`config.mk`:
```
export PLATFORM = sky130hd
export DESIGN_NAME = lfsr_stream_cipher
export DESIGN_NICKNAME = d
export VERILOG_FILES = /design/src/rtl/lfsr_stream_cipher.sv
export SDC_FILE = /design/constraint.sdc
export NUM_CORES = 1
export LEC_CHECK = 0
export ABC_CLOCK_PERIOD_IN_PS = 1400
export CAP_MARGIN = 20
export CORE_ASPECT_RATIO = 1.1
export CORE_UTILIZATION = 47
export CTS_CLUSTER_SIZE = 8
export DETAILED_ROUTE_END_ITERATION = 7
export PLACE_DENSITY = 0.8
export SLEW_MARGIN = 10
export SYNTH_ARGS = -nofsm -noshare
export SYNTH_HDL_FRONTEND = slang
export SYNTH_SLANG_ARGS = --single-unit
```
`constraint.sdc`:
```
create_clock -name clk -period 1.4 [get_ports clk]
set_input_delay 0.14 -clock clk [delete_from_list [all_inputs] [get_ports clk]]
set_output_delay 0.14 -clock clk [all_outputs]
set_load 0.05 [all_outputs]
```
`src/rtl/lfsr_stream_cipher.sv`:
```
// rtl/lfsr_stream_cipher.sv - word-wide LFSR stream cipher (out = in ^ keystream) with valid/ready handshakes
// Define LFSR_STREAM_CIPHER_PARALLEL_EN to generate a whole keystream word in one cycle.
module lfsr_stream_cipher #(
  parameter int                  LFSR_W     = 16,
  parameter int                  DATA_W     = 8,
  parameter logic [LFSR_W-1:0]   TAPS       = 16'hB400,
  parameter logic [LFSR_W-1:0]   RESET_SEED = 16'hACE1
) (
  input  logic              clk,
  input  logic              rst_n,
  input  logic              load,
  input  logic [LFSR_W-1:0] semente,
  input  logic              in_valid,
  output logic              in_ready,
  input  logic [DATA_W-1:0] in_data,
  output logic              out_valid,
  input  logic              out_ready,
  output logic [DATA_W-1:0] out_data,
  output logic              busy
);

  typedef enum logic [1:0] {ST_IDLE, ST_GEN, ST_OUT} state_e;

  state_e              state_q, state_d;
  logic [LFSR_W-1:0]   lfsr_q, lfsr_d;
  logic [DATA_W-1:0]   work_q, work_d;
  logic [DATA_W-1:0]   out_data_q, out_data_d;
  logic                out_valid_q, out_valid_d;
  logic                rdy_q;

`ifdef LFSR_STREAM_CIPHER_PARALLEL_EN
  logic [LFSR_W-1:0]   par_lfsr;
  logic [DATA_W-1:0]   par_ks;

  // Unrolled chain: same bit order as the serial path, MSB of the word first.
  always_comb begin
    par_lfsr = lfsr_q;
    par_ks   = '0;
    for (int i = 0; i < DATA_W; i++) begin
      par_ks[DATA_W-1-i] = par_lfsr[LFSR_W-1];
      par_lfsr           = {par_lfsr[LFSR_W-2:0], ^(par_lfsr & TAPS)};
    end
  end
`else
  localparam int                 CNT_W   = (DATA_W > 1) ? $clog2(DATA_W) : 1;
  localparam logic [DATA_W-1:0]  MSB_ONE = DATA_W'(1) << (DATA_W - 1);

  logic [CNT_W-1:0]    cnt_q, cnt_d;
  logic [LFSR_W-1:0]   lfsr_step;
  logic [DATA_W-1:0]   bit_mask;

  assign lfsr_step = {lfsr_q[LFSR_W-2:0], ^(lfsr_q & TAPS)};
  assign bit_mask  = MSB_ONE >> cnt_q;
`endif

  assign in_ready  = rdy_q && (state_q == ST_IDLE) && !load;
  assign out_valid = out_valid_q;
  assign out_data  = out_data_q;
  assign busy      = (state_q != ST_IDLE);

  always_comb begin
    state_d     = state_q;
    lfsr_d      = lfsr_q;
    work_d      = work_q;
    out_data_d  = out_data_q;
    out_valid_d = out_valid_q;
`ifndef LFSR_STREAM_CIPHER_PARALLEL_EN
    cnt_d       = cnt_q;
`endif
    if (load) begin
      // An all-zero seed would lock the LFSR, so it is replaced by all ones.
      lfsr_d      = (semente == '0) ? '1 : semente;
      state_d     = ST_IDLE;
      out_valid_d = 1'b0;
    end else begin
      case (state_q)
        ST_IDLE: begin
          if (in_valid && in_ready) begin
            work_d  = in_data;
`ifndef LFSR_STREAM_CIPHER_PARALLEL_EN
            cnt_d   = '0;
`endif
            state_d = ST_GEN;
          end
        end
        ST_GEN: begin
`ifdef LFSR_STREAM_CIPHER_PARALLEL_EN
          lfsr_d      = par_lfsr;
          work_d      = work_q ^ par_ks;
          out_data_d  = work_d;
          out_valid_d = 1'b1;
          state_d     = ST_OUT;
`else
          lfsr_d = lfsr_step;
          work_d = work_q ^ (lfsr_q[LFSR_W-1] ? bit_mask : '0);
          cnt_d  = cnt_q + 1'b1;
          if (cnt_q == CNT_W'(DATA_W - 1)) begin
            out_data_d  = work_d;
            out_valid_d = 1'b1;
            state_d     = ST_OUT;
          end
`endif
        end
        ST_OUT: begin
          if (out_ready) begin
            out_valid_d = 1'b0;
            state_d     = ST_IDLE;
          end
        end
        default: state_d = ST_IDLE;
      endcase
    end
  end

  always_ff @(posedge clk or negedge rst_n) begin
    if (!rst_n) begin
      state_q     <= ST_IDLE;
      lfsr_q      <= RESET_SEED;
      work_q      <= '0;
      out_data_q  <= '0;
      out_valid_q <= 1'b0;
      rdy_q       <= 1'b0;
    end else begin
      state_q     <= state_d;
      lfsr_q      <= lfsr_d;
      work_q      <= work_d;
      out_data_q  <= out_data_d;
      out_valid_q <= out_valid_d;
      rdy_q       <= 1'b1;
    end
  end

`ifndef LFSR_STREAM_CIPHER_PARALLEL_EN
  always_ff @(posedge clk or negedge rst_n) begin
    if (!rst_n) cnt_q <= '0;
    else        cnt_q <= cnt_d;
  end
`endif

endmodule

```
==> results of run 1 <==
[sequential cells by signal, summed over array words and instances (netlist names)]
name / cells
lfsr_q: 16
out_data: 8
work_q: 8
cnt_q: 3
state_q: 2
out_valid: 1
rdy_q: 1
[final timing paths]
check	to	slack [ps]	cells after the start
hold reg to reg	out_data[3]	530	2
min in group clk	state_q[0]	460	3
max in group asynchronous	lfsr_q[5]	590	3
setup / recovery	lfsr_q[14]	-100	5
hold / removal	out_data[2]	440	3
setup reg to reg	lfsr_q[14]	-100	5
[stage by stage]
step,cells,hold WS [ps]
floorplan,199,-156
global placement,304,226
detailed placement,304,222
CTS,315,445
global route,315,486
finish,315,437
[cells in the final DEF, fill, tap and decap left out, drive strengths merged]
cell and instances:
dlygate4sd2 1, mux2 16, xor2 8, o21ai 7, nand2 18, or3 1, xnor2 3, clkdlybuf4s50 26
or2 1, nor2 9, nor4b 1, ha 6, inv 3, nor4 4, clkinv 1, nor3b 1
nand3 7, and2b 1, o22ai 4, nor3 2, conb 1, nor2b 1, nand4 2, dfstp 8
and4 1, clkbuf 6, and3b 1, clkinvlp 1, a21oi 24, buf 41, o22a 21, mux2i 1
dlygate4sd3 1, dfrtp 31, or2b 1
[cell families after synthesis]
logic type	share of synthesized area (%)
AOI/OAI and AO/OA	16.9
and+or+nand+nor	12.1
DFF	45.7
buffers and inverters	6.27
muxes	10.9
xor gates and xnor gates	4.47
adders and majority gates	3.48
other	0.174
[layer usage]
layer / GRT usage [%] / share of wire, %
met3: 4.06 / 3.5
met1: 26.4 / 44
met4: 8.51 / 1.7
met2: 34.2 / 50
met5: 0 / 0
[critical path, stage by stage (launching register included)]
cell and delay (ps):
dfrtp_1 400, buf_6 130, nor2b_4 150, buf_12 190, mux2_4 320, o22a_1 190
[area by class of cell]
| cell class | count | area, um2 | share of cell area [%] |
|---|---|---|---|
| clock buffer | 6 | 72.6 | 2.47 |
| clock inverter | 2 | 12.5 | 0.426 |
| inverter | 3 | 11.3 | 0.383 |
| multi-input combinational | 142 | 1110 | 37.9 |
| sequential | 39 | 986 | 33.6 |
| tap | 54 | 67.6 | 2.30 |
| timing repair buffer | 69 | 673 | 22.9 |
[timing repair]
| item | 4_1_cts | 5_1_grt |
|---|---|---|
| hold buffers | 1 | 0 |
| endpoints found under the setup margin | 28 | 33 |
| pin swaps | 2 | 6 |
| endpoints found under the hold margin | 31 | 0 |
| buffers inserted | 3 | 0 |
| gates resized for setup | 9 | 13 |
[power by group]
| part | switching (uW) | internal (uW) |
|---|---|---|
| clock | 397 | 348 |
| combinational | 305 | 418 |
| sequential | 103 | 1270 |
| total | 805 | 2030 |
==> flow_metrics.py, run 1 <==
metrics = {
    "outcome": {
        "outcome": "complete, but fails checks",
        "violations": "negative setup slack",
    },
    "final_layout": {
        "synthToLayoutAreaGrowth_pct": 36.3,
        "drive_above_1_share_pct": 32.6,
        "final_area_mm2": 0.00294,
        "nets": 295,
        "diodes": 0,
        "fillCellCount": 337,
        "post-route-util_pct": 67.6,
    },
    "timing": {
        "finalClockSkew_ps": 11.7,
        "tightest_slew_ps": 506,
        "rsz0062_at_grt": "true",
        "period_needed_ps": 1500,
        "fmax_mhz": 667,
        "final_max_slew_viol_count": 0,
        "setup_slack_ps": -98.3,
        "fin_tns_setup_ps": -842,
        "finalCritPeriodShare_pct": 107,
        "hold_viol_final": 0,
        "maxSlewHeadroom_pct": 66.3,
        "setup_viol_count_final": 19,
    },
    "die": {
        "dieHeight_um": 73.0,
        "start_util_pct": 49.6,
        "io_pins": 40,
        "die_w_um": 66.6,
        "coreArea_mm2": 0.00435,
        "rows": 25,
        "dieArea_mm2": 0.00486,
    },
    "routing": {
        "wire_per_inst_um": 14.1,
        "drc": 0,
        "viasPerCell": 5.31,
        "vias": 1672,
        "drt_iter0_drc": 89,
        "routed_wirelength_mm": 4.43,
        "drt-pass1-iter-count": 4,
        "ant_nets": 0,
    },
    "worst_setup_path": {
        "crit_fanout": 17,
        "worstPathRequired_ps": 1580,
        "r2r-start": "state_q[1]",
        "worstPathArrival_ps": 1680,
        "crit_start": "state_q[1]",
        "end_kind": "flip-flop",
        "startpoint_type": "flip-flop",
        "criticalPathCategory": "reg -> reg",
    },
    "placement": {
        "dp_hpwl_mm": 3.16,
        "place_ws_ps": -408,
        "port_buffers": 39,
        "dpl_cell_area_mm2": 0.00275,
        "gp_congestion": 0.721,
    },
    "clock_network": {
        "cts_tree": "built",
        "insertion_delay_ps": 300,
        "clock-root-buffer": "clkbuf_8",
        "clockBufferDepth": 2,
        "clock_sinks": 39,
        "h-tree-depth": 2,
        "cts_buffers": 5,
        "clk_transition_reported_paths_ps": 80,
    },
    "grt": {
        "grt_pass1_vias": 1623,
        "antenna_found_initial": 0,
        "gr-usage-all-layers_pct": 20.8,
        "grt_pass1_wl_mm": 7.51,
        "grt_max_degree": 40,
        "grt_remaining_overflow": 0,
    },
    "power": {
        "p_leak_uw": 0.00125,
        "irDropWorstVdd_uv": 647,
        "powerDensity_mw_per_mm2": 966,
        "fin_total_pwr_uw": 2840,
    },
    "logic_synthesis": {
        "synth.most_common_cell": "dfrtp_1",
        "ys_top_cells_by_area": "dfrtp_1, dfstp_2, o22a_1",
        "async_reset_ff_share_pct": 100,
        "syn_area_per_cell_um2": 10.8,
        "synthesis.nets": 234,
        "yosys_warnings": 0,
        "yosysTopAreaCell": "dfrtp_1",
        "synthFlopType": "dfrtp_1",
        "synth_edf_count": 0,
        "synthCells": 199,
        "synth_area_mm2": 0.00216,
        "synth_top_area_share_pct": 36.0,
        "netlist_top_cells_count": "dfrtp_1, a21oi_1, o22a_1",
        "ys_ff_latch": 39,
        "ys_seq_area_share_pct": 45.7,
        "ys_types": 34,
    },
    "hold_path": {
        "hp-class": "in -> async",
    },
    "run": {
        "maxCapViolCount": 0,
    },
}
Power figures use the tool's default switching activity.
==> run 2, diff against run 1 <==
- ABC_AREA: unset -> 1
- PLACE_DENSITY: 0.8 -> 0.79
==> flow_metrics.py, run 2 <==
metrics = {
    "routing": {
        "drt_iter0_drc": 160,
        "viasPerCell": 5.02,
        "routed_wirelength_mm": 5.38,
        "wire_per_inst_um": 12.3,
        "drc": 0,
        "vias": 2187,
        "ant_nets": 0,
        "drt-pass1-iter-count": 4,
    },
    "placement": {
        "dpl_cell_area_mm2": 0.00284,
        "gp_congestion": 0.787,
        "place_ws_ps": -118,
        "port_buffers": 39,
        "dp_hpwl_mm": 3.57,
        "placed_cells": 417,
    },
    "timing": {
        "period_needed_ps": 1430,
        "setup_slack_ps": -26.6,
        "rsz0062_at_grt": "true",
        "final_max_slew_viol_count": 0,
        "setup_viol_count_final": 2,
        "finalClockSkew_ps": 5.60,
        "finalCritPeriodShare_pct": 102,
        "fmax_mhz": 701,
        "hold_viol_final": 0,
    },
    "logic_synthesis": {
        "ys_seq_area_share_pct": 44.1,
        "synth_edf_count": 0,
        "netlist_top_cells_count": "nand2_1, inv_1, dfrtp_1, nand3_1, nor2_1",
        "synth_area_mm2": 0.00223,
        "async_reset_ff_share_pct": 100,
        "syn_area_per_cell_um2": 7.14,
        "synthesis.nets": 348,
        "yosysTopAreaCell": "dfrtp_1",
        "synth_top_area_share_pct": 34.7,
        "synthFlopType": "dfrtp_1",
        "synthCells": 313,
        "ys_top_cells_by_area": "dfrtp_1, nand2_1, dfstp_2",
        "synth.most_common_cell": "nand2_1",
        "ys_ff_latch": 39,
        "ys_types": 25,
        "yosys_warnings": 0,
    },
    "final_layout": {
        "synthToLayoutAreaGrowth_pct": 41.0,
        "regMostFlops": "lfsr_q",
        "final_cells": 436,
        "final_common_cell": "nand2_1",
        "final_area_mm2": 0.00315,
        "ff_latch_area_um2": 988,
        "diodes": 0,
        "nets": 416,
        "fillCellCount": 340,
        "largest_reg_flops": 16,
        "multi_input_area_mm2": 0.00117,
        "drive_above_1_share_pct": 24.3,
        "final_cell_mix": "nand2_1, buf_4, dfrtp_1",
    },
    "clock_network": {
        "clock_sinks": 39,
        "clock-root-buffer": "clkbuf_8",
        "clockBufferDepth": 2,
        "cts_tree": "built",
        "cts_buffers": 5,
        "h-tree-depth": 2,
        "clk_transition_reported_paths_ps": 70,
        "insertion_delay_ps": 290,
    },
    "die": {
        "io_pins": 40,
        "start_util_pct": 50.3,
        "dieArea_mm2": 0.00503,
        "rows": 25,
        "coreArea_mm2": 0.00444,
        "die_w_um": 67.7,
        "dieHeight_um": 74.3,
    },
    "worst_setup_path": {
        "worstSetupPathDepth": 7,
        "worstPathRequired_ps": 1600,
        "crit_fanout": 6,
        "slowest_stage": "dfrtp_2",
        "end_kind": "flip-flop",
        "cp_common_cell": "ha_4",
        "criticalPathCategory": "reg -> reg",
        "cp_top_family": "flip-flops",
        "crit_buf_inv": 2,
        "r2r_end": "out_data[3]",
        "crit_chain": "ha_4 -> ha_4 -> inv_4 -> nor3_4 -> buf_6 -> nor2_1 -> a31oi_1",
        "startpoint_type": "flip-flop",
        "cpPeakStageDelay_ps": 440,
        "crit_start": "cnt_q[0]",
        "r2r-start": "cnt_q[0]",
        "crit_end": "out_data[3]",
        "worstPathArrival_ps": 1620,
        "r2r_cells": 7,
        "reg2reg_setup_slack_ps": -30,
    },
    "grt": {
        "grt_pass1_vias": 1985,
        "grt_pass1_wl_mm": 8.46,
        "grt_max_degree": 40,
        "grt_remaining_overflow": 0,
        "antenna_found_initial": 0,
        "gr-usage-all-layers_pct": 22.1,
    },
    "outcome": {
        "outcome": "complete, but fails checks",
        "violations": "negative setup slack",
    },
    "hold_path": {
        "hp-class": "in -> async",
    },
    "run": {
        "maxCapViolCount": 0,
    },
    "power": {
        "p_leak_uw": 0.00158,
        "irDropWorstVdd_uv": 514,
        "powerDensity_mw_per_mm2": 1170,
    },
}
-- run 2: cell families (layout without fill, tap and decap cells) --
logic type,after synthesis,in the layout,share of synthesized area (%)
AO/OA/AOI/OAI,15,15,3.81
adder cells (fa/ha/maj),6,6,3.36
buffers and inverters,45,114,8.90
flip-flops,39,39,44.1
XOR/XNOR,2,2,0.784
AND/OR/NAND/NOR,205,205,38.9
other,1,1,0.168
-- run 2: worst min-delay path by stage --
stage	from	end	slack (ps)
floorplan	rst_n	cnt_q[0]	-160
global placement	rst_n	state_q[1]	120
detailed placement	rst_n	state_q[1]	120
CTS	rst_n	state_q[1]	350
global route	rst_n	state_q[1]	380
finish	rst_n	state_q[1]	340
-- run 2: worst register-to-register path: cells and delay by family (launching register included) --
| kind | cells | cell delay [ps] |
|---|---|---|
| compound gates | 1 | 170 |
| flops | 1 | 440 |
| simple gates | 2 | 210 |
| buf+inv | 2 | 190 |
| fa+ha+maj | 2 | 330 |
-- run 2: power by group --
part | internal (uW) | switching (uW)
logic | 638 | 757
clock network | 354 | 362
registers | 1360 | 204
-- run 2: metrics by stage --
stage / util [%] / TNS [ps] / total power (uW) / hold WS, ps
3_5_place_dp: 64.0 / -735 / 2740 / 125
2_1_floorplan: - / 0 / 2210 / -156
3_3_place_gp: 64.0 / -122 / 2690 / 125
4_1_cts: 67.5 / -7.33 / 3500 / 353
5_1_grt: 70.9 / -684 / 3890 / 375
6_report: 70.9 / -33.1 / 3680 / 339
-- run 2: layer usage --
metal	track usage, %	up-vias	routed length (um)
met4	6.86	0	76
met2	38.4	64	2790
met5	0	-	0
li1	-	1098	-
met1	27.4	1016	2260
met3	4.14	9	253
-- run 2: layout make-up --
class / count / share of cell area, %
Timing Repair Buffer: 70 / 22.1
Multi-Input combinational cell: 229 / 37.3
Tap cell: 54 / 2.14
Sequential cell: 39 / 31.4
Clock buffer: 8 / 2.54
Inverter: 36 / 4.61
-- run 2: timing repair --
| action | in CTS | in global routing |
|---|---|---|
| endpoints found under the setup margin | 13 | 36 |
| hold buffers | 1 | 0 |
| resized for setup | 12 | 29 |
| pin swaps | 4 | 10 |
| setup buffers | 4 | 6 |
| hold endpoints to repair | 31 | 0 |
| cloned | 1 | 0 |
==> run 3, diff against run 2 <==
- ABC_CLOCK_PERIOD_IN_PS: 1400 -> 1700
- CORE_UTILIZATION: 47 -> 50
- PLACE_DENSITY: 0.79 -> 0.8
- REMOVE_ABC_BUFFERS: unset -> 1
- clock period: 1.4 -> 1.7 ns (I/O delays scaled with it)
==> flow_metrics.py, run 3 (synthesized netlist as in run 2, its figures left out) <==
metrics = {
    "clock_network": {
        "clock_sinks": 39,
        "insertion_delay_ps": 290,
        "post-cts-setup-buffers": 0,
        "clockBufferDepth": 2,
        "clock-root-buffer": "clkbuf_8",
        "h-tree-depth": 2,
        "cts_tree": "built",
        "cts_buffers": 5,
        "clk_transition_reported_paths_ps": 80,
    },
    "die": {
        "rows": 25,
        "dieHeight_um": 72.1,
        "start_util_pct": 52.1,
        "io_pins": 40,
        "coreArea_mm2": 0.00429,
        "die_w_um": 65.7,
        "dieArea_mm2": 0.00474,
    },
    "timing": {
        "setup_viol_count_final": 0,
        "whs_ps": 347,
        "hold_viol_final": 0,
        "setup_slack_ps": 87.9,
        "rsz0062_at_grt": "false",
        "finalCritPeriodShare_pct": 94.8,
        "finalClockSkew_ps": 6.35,
        "final_max_slew_viol_count": 0,
        "fmax_mhz": 620,
        "period_needed_ps": 1610,
    },
    "routing": {
        "drc": 0,
        "routed_wirelength_mm": 4.64,
        "viasPerCell": 4.94,
        "drt-pass1-iter-count": 6,
        "drt_iter0_drc": 141,
        "wire_per_inst_um": 11.2,
        "vias": 2039,
        "ant_nets": 0,
    },
    "power": {
        "p_seq_share_pct": 41.8,
        "p_clk_share_pct": 30.1,
        "p_sw_uw": 963,
        "p_leak_uw": 0.00146,
        "powerDensity_mw_per_mm2": 1060,
        "irDropWorstVdd_uv": 982,
        "swShare_pct": 32.1,
        "pwr-share-comb_pct": 28.1,
        "internal-power_uw": 2040,
    },
    "final_layout": {
        "nets": 393,
        "largest_reg_flops": 16,
        "regMostFlops": "lfsr_q",
        "final_cell_mix": "nand2_1, clkdlybuf4s50_1, inv_1",
        "drive_above_1_share_pct": 11.4,
        "fillCellCount": 371,
        "diodes": 0,
        "final_common_cell": "nand2_1",
        "synthToLayoutAreaGrowth_pct": 27.2,
    },
    "worst_setup_path": {
        "crit_buf_inv": 1,
        "end_kind": "output pin",
        "crit_chain": "clkdlybuf4s50_1",
        "startpoint_type": "flip-flop",
        "criticalPathCategory": "reg -> out",
        "cpPeakStageDelay_ps": 800,
        "worstPathArrival_ps": 1440,
        "crit_fanout": 2,
        "slowest_stage": "clkdlybuf4s50_1",
        "worstPathRequired_ps": 1530,
        "cp_top_family": "buffers and inverters",
    },
    "grt": {
        "antenna_found_initial": 0,
        "grt_max_degree": 22,
        "grt_pass1_wl_mm": 8.22,
        "grt_pass1_vias": 1916,
        "gr-usage-all-layers_pct": 22.3,
        "grt_remaining_overflow": 0,
    },
    "hold_path": {
        "hp-class": "in -> async",
    },
    "placement": {
        "place_ws_ps": -107,
        "port_buffers": 39,
        "gp_congestion": 0.829,
        "dp_hpwl_mm": 3.52,
    },
    "outcome": {
        "outcome": "finished, final reports clean",
    },
    "run": {
        "maxCapViolCount": 0,
    },
}
## run 3: layer usage
metal	up-vias	global-route usage (%)	wire length [um]
met5	-	0	0
met1	952	30.2	2210
met3	6	4.87	137
met2	26	36.1	2240
met4	0	6.04	53
li1	1055	-	-
## run 3: path summary, 6_finish.rpt
| kind | from | end | slack (ps) | depth (start not counted) |
|---|---|---|---|---|
| max | out_data[7] | out_data[7] | 90 | 1 |
| max reg2reg | cnt_q[0] | out_data[6] | 190 | 7 |
| min in group clk | out_data[0] | out_data[0] | 480 | 2 |
| min reg2reg | out_data[0] | out_data[0] | 480 | 2 |
| min | rst_n | state_q[1] | 350 | 2 |
| max in group asynchronous | rst_n | lfsr_q[5] | 820 | 3 |
## run 3: final cells by class
| cell class | count | area, um2 | area share [%] |
|---|---|---|---|
| Multi-Input combinational cell | 229 | 1050 | 37.1 |
| Sequential cell | 39 | 986 | 34.7 |
| Timing Repair Buffer | 47 | 465 | 16.4 |
| Inverter | 36 | 135 | 4.76 |
| Clock buffer | 6 | 72.6 | 2.55 |
| Tap cell | 54 | 67.6 | 2.38 |
| Clock inverter | 2 | 60.1 | 2.11 |
## run 3: worst reg2reg max path: cells and delay by family (launching register included)
kind,cells,cell delay (ps)
flip-flops,1,400
adder cells (fa/ha/maj),2,350
buffers and inverters,2,290
AO/OA/AOI/OAI,1,140
AND/OR/NAND/NOR,2,250
## run 3: repair_timing
item | CTS | global route
hold buffers | 1 | 0
endpoints found under the setup margin | 0 | 6
hold endpoints to repair | 12 | 0
resized for setup | 0 | 2
## run 3: stage by stage
stage          setup TNS [ps]  total power [uW]  util, %  cells  instance area [um2]
2_1_floorplan            -115              1790        -    304                 2170
3_3_place_gp            -53.9              2070     62.9    404                 2690
3_5_place_dp             -651              2110     62.9    404                 2690
4_1_cts                     0              3020     66.2    413                 2840
5_1_grt                     0              3190     66.3    413                 2840
6_report                    0              3000     66.3    413                 2840
## run 3: power groups by stage
stage / logic, uW / clock network, uW / registers (uW)
after floorplan: 434 / 0 / 1360
after global placement: 814 / 0 / 1260
after detailed placement: 839 / 0 / 1270
after CTS: 846 / 918 / 1250
after global routing: 947 / 966 / 1280
final: 843 / 901 / 1250
